$ cat src/rtl/comm_pkg.sv
// Shared types and defaults for the comm word sequencer and its word queue.
package comm_pkg;

    localparam int unsigned DEPTH_DEFAULT   = 4;
    localparam int unsigned TIMEOUT_DEFAULT = 64;

    typedef enum logic [1:0] {
        IDLE  = 2'd0,
        DRIVE = 2'd1,
        WAIT  = 2'd2,
        NEXT  = 2'd3
    } state_e;

    typedef struct packed {
        logic        sel;
        logic [31:0] data;
    } word_t;

endpackage

$ cat src/rtl/comm_word_fifo.sv
// Word queue: DEPTH entries of {sel, data} with registered full/empty and a sticky overflow flag.
module comm_word_fifo
    import comm_pkg::*;
#(
    parameter int unsigned DEPTH = DEPTH_DEFAULT
) (
    input  logic  clk,
    input  logic  rst,
    input  logic  wr_en,
    input  word_t wr_word,
    input  logic  rd_en,
    output word_t rd_word,
    output logic  full,
    output logic  empty,
    output logic  overflow
);

    localparam int unsigned AW = (DEPTH > 1) ? $clog2(DEPTH) : 1;
    localparam int unsigned CW = $clog2(DEPTH) + 1;

    word_t           mem_q [DEPTH];
    logic [AW-1:0]   wr_ptr_q, wr_ptr_d;
    logic [AW-1:0]   rd_ptr_q, rd_ptr_d;
    logic [CW-1:0]   count_q, count_d;
    logic            full_q, full_d;
    logic            empty_q, empty_d;
    logic            overflow_q, overflow_d;
    logic            push, pop;

    // Acceptance looks only at the registered full flag, so a same-cycle pop never frees room.
    assign push = wr_en & ~full_q;
    assign pop  = rd_en & ~empty_q;

    always_comb begin
        wr_ptr_d   = wr_ptr_q;
        rd_ptr_d   = rd_ptr_q;
        if (push) wr_ptr_d = (wr_ptr_q == AW'(DEPTH - 1)) ? '0 : wr_ptr_q + AW'(1);
        if (pop)  rd_ptr_d = (rd_ptr_q == AW'(DEPTH - 1)) ? '0 : rd_ptr_q + AW'(1);
        count_d    = count_q + CW'(push) - CW'(pop);
        full_d     = (count_d == CW'(DEPTH));
        empty_d    = (count_d == '0);
        overflow_d = overflow_q | (wr_en & full_q);
    end

    always_ff @(posedge clk or posedge rst) begin
        if (rst) begin
            wr_ptr_q   <= '0;
            rd_ptr_q   <= '0;
            count_q    <= '0;
            full_q     <= 1'b0;
            empty_q    <= 1'b1;
            overflow_q <= 1'b0;
        end else begin
            wr_ptr_q   <= wr_ptr_d;
            rd_ptr_q   <= rd_ptr_d;
            count_q    <= count_d;
            full_q     <= full_d;
            empty_q    <= empty_d;
            overflow_q <= overflow_d;
        end
    end

    always_ff @(posedge clk) begin
        if (push) mem_q[wr_ptr_q] <= wr_word;
    end

    assign rd_word  = mem_q[rd_ptr_q];
    assign full     = full_q;
    assign empty    = empty_q;
    assign overflow = overflow_q;

endmodule

$ cat src/rtl/comm_word_sequencer.sv
// Sequencer: pops queued words, launches each to the comm stage and scores match/timeout results.
module comm_word_sequencer
    import comm_pkg::*;
#(
    parameter int unsigned DEPTH   = DEPTH_DEFAULT,
    parameter int unsigned TIMEOUT = TIMEOUT_DEFAULT
) (
    input  logic        clk,
    input  logic        rst,
    input  logic        wr_en,
    input  logic [31:0] wr_data,
    input  logic        wr_sel,
    input  logic        start,
    input  logic        uart_data_match,
    input  logic        spi_data,
    input  logic [31:0] dataout,
    output logic [31:0] data,
    output logic        select,
    output logic        b,
    output logic        full,
    output logic        empty,
    output logic        busy,
    output logic        overflow,
    output logic [7:0]  pass_cnt,
    output logic [7:0]  fail_cnt,
    output logic        done
);

    localparam int unsigned TW = (TIMEOUT > 1) ? $clog2(TIMEOUT) : 1;

    state_e        state_q, state_d;
    logic [TW-1:0] timer_q, timer_d;
    logic [31:0]   data_q, data_d;
    logic          select_q, select_d;
    logic          b_q, b_d;
    logic          done_q, done_d;
    logic          busy_q, busy_d;
    logic [7:0]    pass_q, pass_d;
    logic [7:0]    fail_q, fail_d;
    logic          pop, match, fifo_empty;
    word_t         head;

    comm_word_fifo #(.DEPTH(DEPTH)) u_fifo (
        .clk      (clk),
        .rst      (rst),
        .wr_en    (wr_en),
        .wr_word  ({wr_sel, wr_data}),
        .rd_en    (pop),
        .rd_word  (head),
        .full     (full),
        .empty    (fifo_empty),
        .overflow (overflow)
    );

    assign match = (dataout == data_q) && (select_q ? spi_data : uart_data_match);

    always_comb begin
        state_d  = state_q;
        timer_d  = timer_q;
        data_d   = data_q;
        select_d = select_q;
        pass_d   = pass_q;
        fail_d   = fail_q;
        b_d      = 1'b0;
        done_d   = 1'b0;
        pop      = 1'b0;
        unique case (state_q)
            IDLE: if (start && !fifo_empty) begin
                pop     = 1'b1;
                state_d = DRIVE;
            end
            DRIVE: begin
                timer_d = '0;
                state_d = WAIT;
            end
            WAIT: begin
                // A match takes priority over the timeout on the same cycle.
                if (match) begin
                    if (pass_q != 8'hFF) pass_d = pass_q + 8'd1;
                    state_d = NEXT;
                end else if (timer_q == TW'(TIMEOUT - 1)) begin
                    if (fail_q != 8'hFF) fail_d = fail_q + 8'd1;
                    state_d = NEXT;
                end else begin
                    timer_d = timer_q + TW'(1);
                end
            end
            NEXT: if (!fifo_empty) begin
                pop     = 1'b1;
                state_d = DRIVE;
            end else begin
                done_d  = 1'b1;
                state_d = IDLE;
            end
            default: state_d = IDLE;
        endcase
        if (pop) begin
            data_d   = head.data;
            select_d = head.sel;
            b_d      = 1'b1;
        end
        busy_d = (state_d != IDLE);
    end

    always_ff @(posedge clk or posedge rst) begin
        if (rst) begin
            state_q  <= IDLE;
            timer_q  <= '0;
            data_q   <= '0;
            select_q <= 1'b0;
            b_q      <= 1'b0;
            done_q   <= 1'b0;
            busy_q   <= 1'b0;
            pass_q   <= '0;
            fail_q   <= '0;
        end else begin
            state_q  <= state_d;
            timer_q  <= timer_d;
            data_q   <= data_d;
            select_q <= select_d;
            b_q      <= b_d;
            done_q   <= done_d;
            busy_q   <= busy_d;
            pass_q   <= pass_d;
            fail_q   <= fail_d;
        end
    end

    assign data     = data_q;
    assign select   = select_q;
    assign b        = b_q;
    assign done     = done_q;
    assign busy     = busy_q;
    assign empty    = fifo_empty;
    assign pass_cnt = pass_q;
    assign fail_cnt = fail_q;

endmodule

$ cat config.mk
export PLATFORM = sky130hd
export DESIGN_NAME = comm_word_sequencer
export DESIGN_NICKNAME = d
export VERILOG_FILES = /design/src/rtl/comm_pkg.sv /design/src/rtl/comm_word_fifo.sv /design/src/rtl/comm_word_sequencer.sv
export SDC_FILE = /design/constraint.sdc
export NUM_CORES = 1
export LEC_CHECK = 0
export ABC_AREA = 1
export BUFFER_PORTS_ARGS = -buffer_cell sky130_fd_sc_hd__buf_4
export CORE_MARGIN = 1
export CORE_UTILIZATION = 55
export DETAILED_ROUTE_END_ITERATION = 10
export HOLD_SLACK_MARGIN = 0.15
export PLACE_DENSITY = 0.81
export SYNTH_ARGS = -nofsm -noshare
export SYNTH_HDL_FRONTEND = slang
export SYNTH_SLANG_ARGS = --single-unit
$ cat constraint.sdc
create_clock -name clk -period 3.7 [get_ports clk]
set_input_delay 0.37 -clock clk [delete_from_list [all_inputs] [get_ports clk]]
set_output_delay 0.37 -clock clk [all_outputs]
set_load 0.005 [all_outputs]
# Word-level counts from Yosys, hierarchy flattened
# Memory sizes are Yosys's and may differ from the RTL's. A register that Yosys moved wholly into a read port is not among the register bits.
# Cells that the tools add are included.
# word_totals
reg_bits	37
ram_bits	132
word_cells	69
input_bits	71
out_inout_bits	55
mem_count	1
# op_classes
eq_ne	12
bitwise_logic	7
addsub	7
muxes	19
n_reduce_logical	10
# mem_list
name	depth	word_bits	read_ports	rd_clocked_by_memory_dff	wr	line_no	rtl
u_fifo.mem_q	4	33	1	1	1	comm_word_fifo.sv:21	word_t mem_q [DEPTH];
# ops
operator	n
$eq 32x32->1	1
$add 8x1->8 const B	2
$ne 8x8->1 const B	2
$mux 6	2
$pmux 6 s2	1
$mux 2	5
$mux 1	9
$eq 2x2->1 const B	4
$pmux 2 s4	1
$add 6x1->6 const B	1
$eq 6x6->1 const B	1
$reduce_and 3->1	2
$add 2x1->2 const B	2
$ne 2x2->1 const B	2
$reduce_and 4->1	1
$reduce_bool 2->1	2
$add 3x1->3	1
$and 1x1->1	3
$eq 3x3->1 const B	1
$logic_not 3->1	1
$not 1->1	3
$sub 3x1->3	1
$eq 2x1->1 const B	1
$logic_and 1x1->1	2
4 further kinds	4

# Depth between registers and ports, before layout
# Gate-level depths: netlist (run 1).
# depth
word_depth	7
mapped_depth	14

# Hierarchy
# Synthesis (run 1) repeated with hierarchy kept, for this count alone.
# unflattened
hier_cells	985
area_unflattened_um2	9610.5
# by_module_without_submodules
module	seq_area_each_um2	cells_each	area_each_um2	n_inst
comm_word_fifo	4215.3	446	5869.4	1
comm_word_sequencer	1501.4	539	3741.1	1

# Least setup slack after synthesis (run 1)
# OpenSTA, ideal clock, no wires.
# synth_timing
kind	register -> register
startpoint	register state_q[0]
endpoint	register u_fifo.full_q, in the netlist u_fifo.full
n_path_buf	2
arrival_time_ps	2502
required_time_ps	3612
stages_incl_launch_ff	14
path_slack_ps	1110
synth_period_minus_slack_ps	2590
cell_sequence	dfrtp_1 > inv_1 > ha_1 > inv_1 > nand2_1 > inv_1 > buf_2 > buf_2 > ha_1 > inv_1 > ha_1 > fa_1 > xor2_1 > nor3b_1
# synth_via
elab_chain_cells	5
# synth_lines
element	line_no	rtl
from (decl)	comm_word_sequencer.sv:31	state_e state_q, state_d;
from (signal assigned)	comm_word_sequencer.sv:117	state_q <= state_d;
$eq 2x2->1 or $logic_not 2->1 (tied branches)	comm_word_sequencer.sv:67	unique case (state_q)
$pmux 1 s2 *	comm_word_sequencer.sv:67	
$and 1x1->1 *	comm_word_fifo.sv:32	assign pop = rd_en & ~empty_q;
net u_fifo.pop	comm_word_fifo.sv:28	logic push, pop;
$sub 3x1->3 *	comm_word_fifo.sv:39	count_d = count_q + CW'(push) - CW'(pop);
net u_fifo.count_d[2]	comm_word_fifo.sv:24	logic [CW-1:0] count_q, count_d;
$eq 3x3->1 *	comm_word_fifo.sv:40	full_d = (count_d == CW'(DEPTH));
net u_fifo.full_d	comm_word_fifo.sv:25	logic full_q, full_d;
to (signal assigned)	comm_word_fifo.sv:57	full_q <= full_d;
to (decl)	comm_word_fifo.sv:25	
# Mark *: on every way through the listed nets, which the timed path passes. The rest lies on a longest branch.
# A chain may end at the register's enable or synchronous reset.

# Worst setup path after layout (run 1)
# layout_timing
startpoint	register state_q[0]
endpoint	register u_fifo.full_q, in the netlist u_fifo.full
# layout_via
elab_chain_cells	5
# layout_lines
element	line_no
$eq 2x2->1 or $logic_not 2->1 (tied branches)	comm_word_sequencer.sv:67
$pmux 1 s2 *	comm_word_sequencer.sv:67
$and 1x1->1 *	comm_word_fifo.sv:32
$sub 3x1->3 *	comm_word_fifo.sv:39
net u_fifo.count_d[2]	comm_word_fifo.sv:24
$eq 3x3->1 *	comm_word_fifo.sv:40
net u_fifo.full_d	comm_word_fifo.sv:25
# Marked as above.

==> results.cfg, run 1 <==
[pwr]
power_frac_comb_pct = 10.8
p_clk_share_pct = 37.5
p_per_area_mw_per_mm2 = 497
p_switching_uw = 1290
power_frac_seq_pct = 51.7
irDropWorstVdd_v = 0.000333
netSwitchingFraction_pct = 23.5
p_int_uw = 4190
cellLeakagePower_uw = 0.00478

[synthesis]
syn_area_mm2 = 0.00881
syn_inst = 847
ys.flop_type = edfxtp_1
yosysTopAreaCell = edfxtp_1
synth_nets = 933
synth_area_leaders = edfxtp_1 (45%), dfrtp_1 (20%), nand2_1 (8.3%)
synth_top_area_share_pct = 45.0
yosys_warnings = 0
yosysUniqueCellTypes = 35
syn_area_per_cell_um2 = 10.4
synth-edff-count = 132
async_flop_share_pct = 34.7
ys_seq_elements = 202
ys_seq_area_share_pct = 64.9

[sta]
slew_headroom_pct = 28.4
hold_violations = 0
fin_setup_tns_ns = 0
worst_slew_pin_slew_ns = 1.07
fin_hold_ws_ns = 0.266
final.period_utilization_pct = 64.6
fmax_mhz = 418
setup_violations = 0
skew_ns = 0.00920
grt_setup_unrepaired = false
finalMaxSlewViolations = 0
layout_min_cycle_time_ns = 2.39

[grt]
grt_max_degree = 69
grt_pass1_wl_mm = 31.1
grtUsageMet2_pct = 42.1
antenna_found_initial = 1
grt.met3_usage_pct = 3.49
grt.busiest_layer = met2
grt.total_usage_pct = 24.2
grt_pass1_vias = 6410
grt_overflow = 0
grt_util_met1_pct = 31.0

[cells_and_area]
layout-drive-gt1-share_pct = 18.7
syn_to_final_growth_pct = 25.2
fin_cells = 1238
layout_commonest_cell = nand2_1
fin_nets = 1097
layout_common_cells = nand2_1 (194), buf_4 (134), edfxtp_1 (132), nor2_1 (104), o21ai_0 (93)

[cts]
clockBufferDepth = 3
worst_skew_pair.late_latency_ns = 0.49
cts_tree = done
clockRootBuffer = clkbuf_16
cts_resized = 0
cts_buffers = 21
cts.clk_slew.worst_paths_ns = 0.06
clock-sinks = 202
htree_num_levels = 1

[floorplanning]
io_pins = 126
die_h_um = 129
die_width_um = 129
dieArea_mm2 = 0.0165
initial_core_util_pct = 57.1
rows = 45
coreArea_mm2 = 0.0154

[status]
status = finished clean

[critical_path]
crit_type = flip-flop to flip-flop
crit_path_max_fanout = 5
critPathLaunchType = flip-flop
cp-end-kind = flip-flop
critical_path_arrival_ns = 2.79
rrSetupSlack_ns = 1.31
required_ns = 4.10

[routing]
drt-initial-drc-count = 489
routedWlPerCell_um = 15.7
drt-total-wl_mm = 19.5
drc_errors = 0
postRouteAntennaNets = 0
vias = 6495
first_pass_iters = 5
vias_per_cell = 5.25

[worst_hold_path]
hp-class = input port to flip-flop

[placement]
dp_hpwl_mm = 12.7
gp_congestion = 0.879
numPortBuffers = 125
place_inst = 1164

[run]
cap_violations = 0
[power by group through the flow]
stage	registers [uW]	logic (uW)	clock network, uW
3_3_place_gp	2870	551	0
5_1_grt	2860	667	2170
6_report	2840	592	2050
2_1_floorplan	2870	312	0
4_1_cts	2840	601	2070
3_5_place_dp	2880	568	0
[worst paths after layout]
path | startpoint | endpoint | cells past startpoint
setup reg to reg | state_q[0]$_DFF_PP0_ | u_fifo.full$_DFF_PP0_ | 11
max in group asynchronous | rst | u_fifo.empty$_DFF_PP1_ | 4
hold / removal | start | state_q[0]$_DFF_PP0_ | 5
hold reg to reg | u_fifo.overflow$_DFF_PP0_ | u_fifo.overflow$_DFF_PP0_ | 1
setup / recovery | state_q[0]$_DFF_PP0_ | u_fifo.full$_DFF_PP0_ | 11
min in group asynchronous | rst | pass_cnt[6]$_DFFE_PP0P_ | 3
[state kept, by name (all words and copies together) (netlist names)]
register,count
pass_cnt,8
u_fifo.full,1
fail_cnt,8
state_q,2
b,1
select,1
u_fifo.overflow,1
u_fifo.rd_ptr_q,2
busy,1
u_fifo.empty,1
done,1
timer_q,6
u_fifo.mem_q,132
u_fifo.wr_ptr_q,2
data,32
u_fifo.count_q,3
[per-stage QoR]
step / util [%] / instance area (um2) / power (uW) / worst slack (ns)
2_1_floorplan: - / 8810 / 3180 / 1.11
3_3_place_gp: 64.8 / 10000 / 3420 / 1.37
3_5_place_dp: 64.8 / 10000 / 3450 / 1.31
4_1_cts: 71.5 / 11000 / 5500 / 1.29
6_report: 71.5 / 11000 / 5480 / 1.31
5_1_grt: 71.5 / 11000 / 5690 / 1.05
[critical path: stages, from the launching register on]
cell	delay, ns
dfrtp_1	0.36
inv_1	0.10
ha_1	0.31
inv_1	0.06
nand2_1	0.15
inv_2	0.06
ha_1	0.27
inv_1	0.04
ha_1	0.18
fa_1	0.38
xor2_1	0.22
nor3b_1	0.20
[metal layers]
layer,vias to the layer above,part of all wire [%]
met5,-,0
met1,3051,42
met4,0,2.9
met2,241,48
li1,3161,-
met3,42,6.8
[final cells by class]
type,instances,area (um2)
Sequential cell,202,5720
Fill cell,1111,4400
Multi-Input combinational cell,528,2680
Timing Repair Buffer,169,1360
Clock buffer,26,564
Inverter,89,334
Tap cell,211,264
Clock inverter,12,111
Antenna cell,1,2.50
[cell usage after synthesis (2+ instances only)]
master,instances
a31oi_1,3
buf_2,6
clkbuf_1,21
dfrtp_1,69
edfxtp_1,132
ha_1,14
inv_1,85
inv_2,4
nand2_1,194
nand3_1,20
nand3_2,3
nand3b_1,3
nand4_1,11
nand4_2,2
nor2_1,108
nor2_4,2
nor3_1,2
nor3b_1,2
o21ai_0,93
o21ai_1,6
o22ai_1,30
xnor2_1,16
xor2_1,9
[timing repair]
action / in CTS / in global routing
hold buffers: 35 / 0
buffers inserted: 0 / 0
endpoints found under the hold margin: 153 / 0
[logic make-up (layout without fill, tap and decap cells)]
family                     after synthesis  after routing  share of synthesized area, %
and+or+nand+nor                        353            353                          17.0
DFF                                    202            202                          64.9
AOI/OAI and AO/OA                      135            135                          8.40
buffers and inverters                  117            296                          5.07
xor gates and xnor gates                25             25                          2.48
adders and majority gates               15             15                          2.21
other                                    0              1                             0
Note: power is estimated with default switching activity, not from simulation.
==> run 2, diff against run 1 <==
--- a/config.mk
+++ b/config.mk
@@ -8,10 +8,10 @@
 export ABC_AREA = 1
 export BUFFER_PORTS_ARGS = -buffer_cell sky130_fd_sc_hd__buf_4
 export CORE_MARGIN = 1
-export CORE_UTILIZATION = 55
+export CORE_UTILIZATION = 52
 export DETAILED_ROUTE_END_ITERATION = 10
 export HOLD_SLACK_MARGIN = 0.15
-export PLACE_DENSITY = 0.81
+export PLACE_DENSITY = 0.8
 export SYNTH_ARGS = -nofsm -noshare
 export SYNTH_HDL_FRONTEND = slang
 export SYNTH_SLANG_ARGS = --single-unit
==> constraint.sdc (replaced) <==
create_clock -name clk -period 2.1 [get_ports clk]
set_input_delay 0.21 -clock clk [delete_from_list [all_inputs] [get_ports clk]]
set_output_delay 0.21 -clock clk [all_outputs]
set_load 0.005 [all_outputs]
==> run 2 against run 1 <==
Compared with the run above:
- largest cell class unchanged
- largest power group unchanged
- highest routed layer unchanged
- routed wire length rose by 5.0%
- power rose by 80%
- sequential cell count stayed put
- clock skew is 0.0092 ns higher
- core utilization down 3.1 points
- the flow now finishes with violations (negative setup slack)
==> results.cfg, run 2 (synthesis results as in run 1) <==
[placement]
gp_congestion = 0.839
pre_cts_slack_ns = -0.0767
place_inst = 1187
numPortBuffers = 125
dp_hpwl_mm = 12.9
place_area_mm2 = 0.0102

[cells_and_area]
layout_commonest_cell = nand2_1
fin_cells = 1267
layout-drive-gt1-share_pct = 21.7
largest_register_ffs = 132
fin_area_mm2 = 0.0113
num-fill-cells = 1193
layout_common_cells = nand2_1 (191), buf_4 (146), edfxtp_1 (132), nor2_1 (104), o21ai_0 (93)
fin_nets = 1117
syn_to_final_growth_pct = 28.8
antenna-diode-count = 0
largest_register = u_fifo.mem_q

[cts]
cts_buffers = 22
clockBufferDepth = 3
cts.clk_slew.worst_paths_ns = 0.06
clock-sinks = 202
clockRootBuffer = clkbuf_16
htree_num_levels = 1
cts_tree = done
worst_skew_pair.late_latency_ns = 0.51

[critical_path]
crit_slowest_cell = dfrtp_1
critPathLaunchType = flip-flop
cp-end-kind = flip-flop
path_depth = 11
r2r_cells = 11
crit_type = flip-flop to flip-flop
required_ns = 2.49
critPathTopFamily = adder cells
slowest_delay_ns = 0.40
cpMostUsedCell = ha_4
path_cells = inv_2, ha_4, inv_4, nand2_4, inv_4, ha_4, inv_2, ha_4, fa_2, xor2_2, nor3b_2
crit_path_max_fanout = 3
critical_path_arrival_ns = 2.51
path_buf_inv = 4
rrSetupSlack_ns = -0.02

[floorplanning]
rows = 47
dieArea_mm2 = 0.0175
die_width_um = 132
coreArea_mm2 = 0.0166
io_pins = 126
initial_core_util_pct = 53.1
die_h_um = 132

[routing]
drc_errors = 0
first_pass_iters = 4
vias_per_cell = 5.25
drt-total-wl_mm = 20.4
drt-initial-drc-count = 431
routedWlPerCell_um = 16.1
postRouteAntennaNets = 0
vias = 6653

[sta]
final.period_utilization_pct = 101
grt_setup_unrepaired = true
hold_violations = 0
slew_headroom_pct = 55.1
fin_hold_ws_ns = 0.364
skew_ns = 0.0184
layout_min_cycle_time_ns = 2.12
worst_slew_pin_slew_ns = 0.674
fin_ws_ns = -0.0218
setup_violations = 1
fmax_mhz = 471
finalMaxSlewViolations = 0

[grt]
grt_pass1_wl_mm = 32.8
grt_pass1_vias = 6692
grt_overflow = 0
antenna_found_initial = 0
grt_max_degree = 71
grt.total_usage_pct = 24.0

[pwr]
p_total_uw = 9870
cellLeakagePower_uw = 0.00492
irDropWorstVdd_v = 0.000629
p_per_area_mw_per_mm2 = 870

[status]
violations = negative setup slack
status = complete, but fails checks

[run]
cap_violations = 0

[worst_hold_path]
hp-class = input port to asynchronous set/reset pin
## run 2: changes by cell type in the layout (fill, tap and decap cells not counted), moves of 2 or more
cell      delta
buf_4       +12
buf_12       +6
inv_1        -5
ha_1         -4
ha_4         +3
inv_2        +3
nand2_1      -3
clkbuf_1     +2
inv_4        +2
nand2_2      +2
## run 2: final cells by class
class	instances	area, um2	area share [%]
inverters	89	339	2.99
flip-flops and latches	202	5720	50.4
clock buffers	29	597	5.26
repair buffers	188	1580	13.9
multi-input cells	528	2750	24.3
clock inverters	11	91.3	0.805
well taps	220	275	2.43
## run 2: worst reg2reg max path: cells and delay by family (launching register included)
| family | cells | cell delay, ns |
|---|---|---|
| XOR/XNOR | 1 | 0.19 |
| adder cells (fa/ha/maj) | 4 | 1.02 |
| buffers and inverters | 4 | 0.19 |
| flip-flops | 1 | 0.40 |
| AND/OR/NAND/NOR | 2 | 0.23 |
## run 2: per-stage QoR
stage,utilization (%),TNS (ns)
5_1_grt,68.4,-0.128
6_report,68.4,-0.0218
3_5_place_dp,61.7,-0.0939
3_3_place_gp,61.7,-0.00487
2_1_floorplan,-,-64.55
4_1_cts,68.4,-0.0621
## run 2: power by group
part / total (uW) / internal [uW] / switching [uW]
combinational: 1250 / 519 / 727
sequential: 4980 / 4840 / 142
clock: 3640 / 2130 / 1510
total: 9870 / 7490 / 2380
## run 2: final timing paths
kind | start | endpoint
max | state_q[1]$_DFF_PP0_ | u_fifo.full$_DFF_PP0_
min | rst | pass_cnt[2]$_DFFE_PP0P_
max reg2reg | state_q[1]$_DFF_PP0_ | u_fifo.full$_DFF_PP0_
min reg2reg | u_fifo.overflow$_DFF_PP0_ | u_fifo.overflow$_DFF_PP0_
max in group asynchronous | rst | u_fifo.empty$_DFF_PP1_
min in group clk | dataout[24] | pass_cnt[3]$_DFFE_PP0P_
## run 2: layer usage
layer  track usage, %  wire (um)
met4             8.68        656
met3             4.23       1330
met2             41.7      10000
met1             30.3       8430
met5                0          0
## run 2: timing repair
action / CTS / global route
endpoints found under the setup margin: 2 / 2
hold buffers: 36 / 0
pin swaps: 4 / 4
endpoints found under the hold margin: 205 / 0
gates resized for setup: 9 / 0
setup buffers: 3 / 1
==> run 3, diff against run 2 <==
==> constraint.sdc (replaced) <==
create_clock -name clk -period 2.1 [get_ports clk]
set_input_delay 0.21 -clock clk [delete_from_list [all_inputs] [get_ports clk]]
set_output_delay 0.21 -clock clk [all_outputs]
set_load 0.1 [all_outputs]
==> run 3 against run 2 <==
Compared with the run above:
- the run still ends with negative setup slack left
- clock skew down 0.0047 ns
- via count up 0.35%
- power up 2.9%
- core utilization up 0.49 points
- global-route usage down 0.79 points
- clock power up 3%
==> results.cfg, run 3 (synthesis results as in run 1) <==
[status]
status = complete, but fails checks
violations = negative setup slack

[critical_path]
slowest_delay_ns = 0.63
crit_type = flip-flop to flip-flop
critical_path_arrival_ns = 2.52
path_cells = inv_4, nand2_4, nand2_4, nand2_4, inv_4, ha_4, inv_2, ha_4, fa_2, xor2_2, nor3b_2
critPathTopFamily = adder cells
critPathLaunchType = flip-flop
cp-end-kind = flip-flop
path_depth = 11
crit_slowest_cell = dfstp_4
r2r_cells = 11
crit_path_max_fanout = 3
path_buf_inv = 3
required_ns = 2.48
cpMostUsedCell = nand2_4

[cts]
cts.clk_slew.worst_paths_ns = 0.06
cts_buffers = 21
clock-sinks = 202
clockBufferDepth = 3
clockRootBuffer = clkbuf_16
htree_num_levels = 1
worst_skew_pair.late_latency_ns = 0.50
cts_tree = done

[sta]
slew_headroom_pct = 55.9
finalMaxSlewViolations = 0
fmax_mhz = 466
skew_ns = 0.0138
grt_setup_unrepaired = true
fin_ws_ns = -0.0458
final.period_utilization_pct = 102
worst_slew_pin_slew_ns = 0.661
layout_min_cycle_time_ns = 2.15
hold_violations = 0
setup_violations = 2

[cells_and_area]
fin_nets = 1117
largest_register = u_fifo.mem_q
layout_common_cells = nand2_1 (191), buf_4 (145), edfxtp_1 (132), nor2_1 (103), o21ai_0 (93)
fin_area_mm2 = 0.0114
num-fill-cells = 1187
syn_to_final_growth_pct = 29.7
fin_util_pct = 68.9
layout_commonest_cell = nand2_1
layout-drive-gt1-share_pct = 22.5
largest_register_ffs = 132

[worst_hold_path]
whs_path_depth = 8
hp-class = input port to flip-flop

[pwr]
netSwitchingFraction_pct = 24.8
p_clk_share_pct = 36.9
power_frac_comb_pct = 14.0
p_int_uw = 7630
power_frac_seq_pct = 49.2
irDropWorstVdd_v = 0.000552
p_per_area_mw_per_mm2 = 888
cellLeakagePower_uw = 0.00492
p_switching_uw = 2520

[grt]
grt_pass1_wl_mm = 31.8
antenna_found_initial = 1
grt.total_usage_pct = 23.2
grt_pass1_vias = 6434
grt_overflow = 0
grt_max_degree = 69

[placement]
gp_congestion = 0.864
dp_hpwl_mm = 13.1
pre_cts_slack_ns = -0.0818
numPortBuffers = 125
place_area_mm2 = 0.0103

[routing]
first_pass_iters = 5
postRouteAntennaNets = 0
drt-total-wl_mm = 20.2
routedWlPerCell_um = 15.9
vias_per_cell = 5.27
vias = 6676
drc_errors = 0
drt-initial-drc-count = 497

[floorplanning]
die_h_um = 132
dieArea_mm2 = 0.0175
initial_core_util_pct = 53.1
rows = 47
io_pins = 126
coreArea_mm2 = 0.0166
die_width_um = 132

[run]
cap_violations = 0
run 3: routing by layer:
layer  vias up  share of wire (%)  wire [um]  GRT usage (%)
li1       3195                  -          -              -
met1      3217                 42       8490           30.1
met2       233                 49       9910           40.2
met3        31                7.1       1440           4.58
met4         0                1.7        349           5.87
met5         -                  0          0              0
run 3: final timing paths:
path	start	endpoint	slack [ns]
hold reg to reg	u_fifo.overflow$_DFF_PP0_	u_fifo.overflow$_DFF_PP0_	0.47
setup / recovery	u_fifo.empty$_DFF_PP1_	u_fifo.full$_DFF_PP0_	-0.05
setup reg to reg	u_fifo.empty$_DFF_PP1_	u_fifo.full$_DFF_PP0_	-0.05
hold / removal	dataout[24]	pass_cnt[0]$_DFFE_PP0P_	0.32
max in group asynchronous	rst	u_fifo.empty$_DFF_PP1_	1.07
min in group asynchronous	rst	pass_cnt[6]$_DFFE_PP0P_	0.37
run 3: what timing repair did:
item / CTS / global route
endpoints found under the hold margin: 158 / 0
setup buffers: 2 / 0
setup endpoints to repair: 2 / 6
hold buffers: 36 / 0
pin swaps: 5 / 3
gates resized for setup: 6 / 8
run 3: cell type report:
type,count,area [um2],area share [%]
Inverter,89,342,2.99
Multi-Input combinational cell,528,2770,24.2
Antenna cell,1,2.50,0.0219
Sequential cell,202,5730,50.1
Clock inverter,12,163,1.42
Timing Repair Buffer,189,1610,14.1
Tap cell,220,275,2.41
Clock buffer,26,544,4.76
run 3: stage by stage:
step           power (uW)  hold slack (ns)  setup TNS, ns  instances
2_1_floorplan        5810            0.309         -26.65        847
3_3_place_gp         6350            0.344        -0.0258       1190
3_5_place_dp         6400            0.334        -0.0818       1190
4_1_cts             10200            0.322        -0.0218       1266
5_1_grt             10500            0.364         -0.193       1266
6_report            10200            0.318        -0.0844       1267
run 3: power by group through the flow:
stage | logic [uW] | registers (uW) | clock network [uW]
after global placement | 1300 | 5050 | 0
after CTS | 1420 | 4990 | 3780
after floorplan | 638 | 5170 | 0
final | 1420 | 4990 | 3740
after global routing | 1530 | 5030 | 3960
after detailed placement | 1330 | 5070 | 0
run 3: worst reg2reg max path, cell delays in order, from the launching register on:
cell and delay, ns:
dfstp_4 0.63, inv_4 0.05, nand2_4 0.07, nand2_4 0.06, nand2_4 0.07, inv_4 0.04
ha_4 0.25, inv_2 0.04, ha_4 0.14, fa_2 0.37, xor2_2 0.17, nor3b_2 0.17
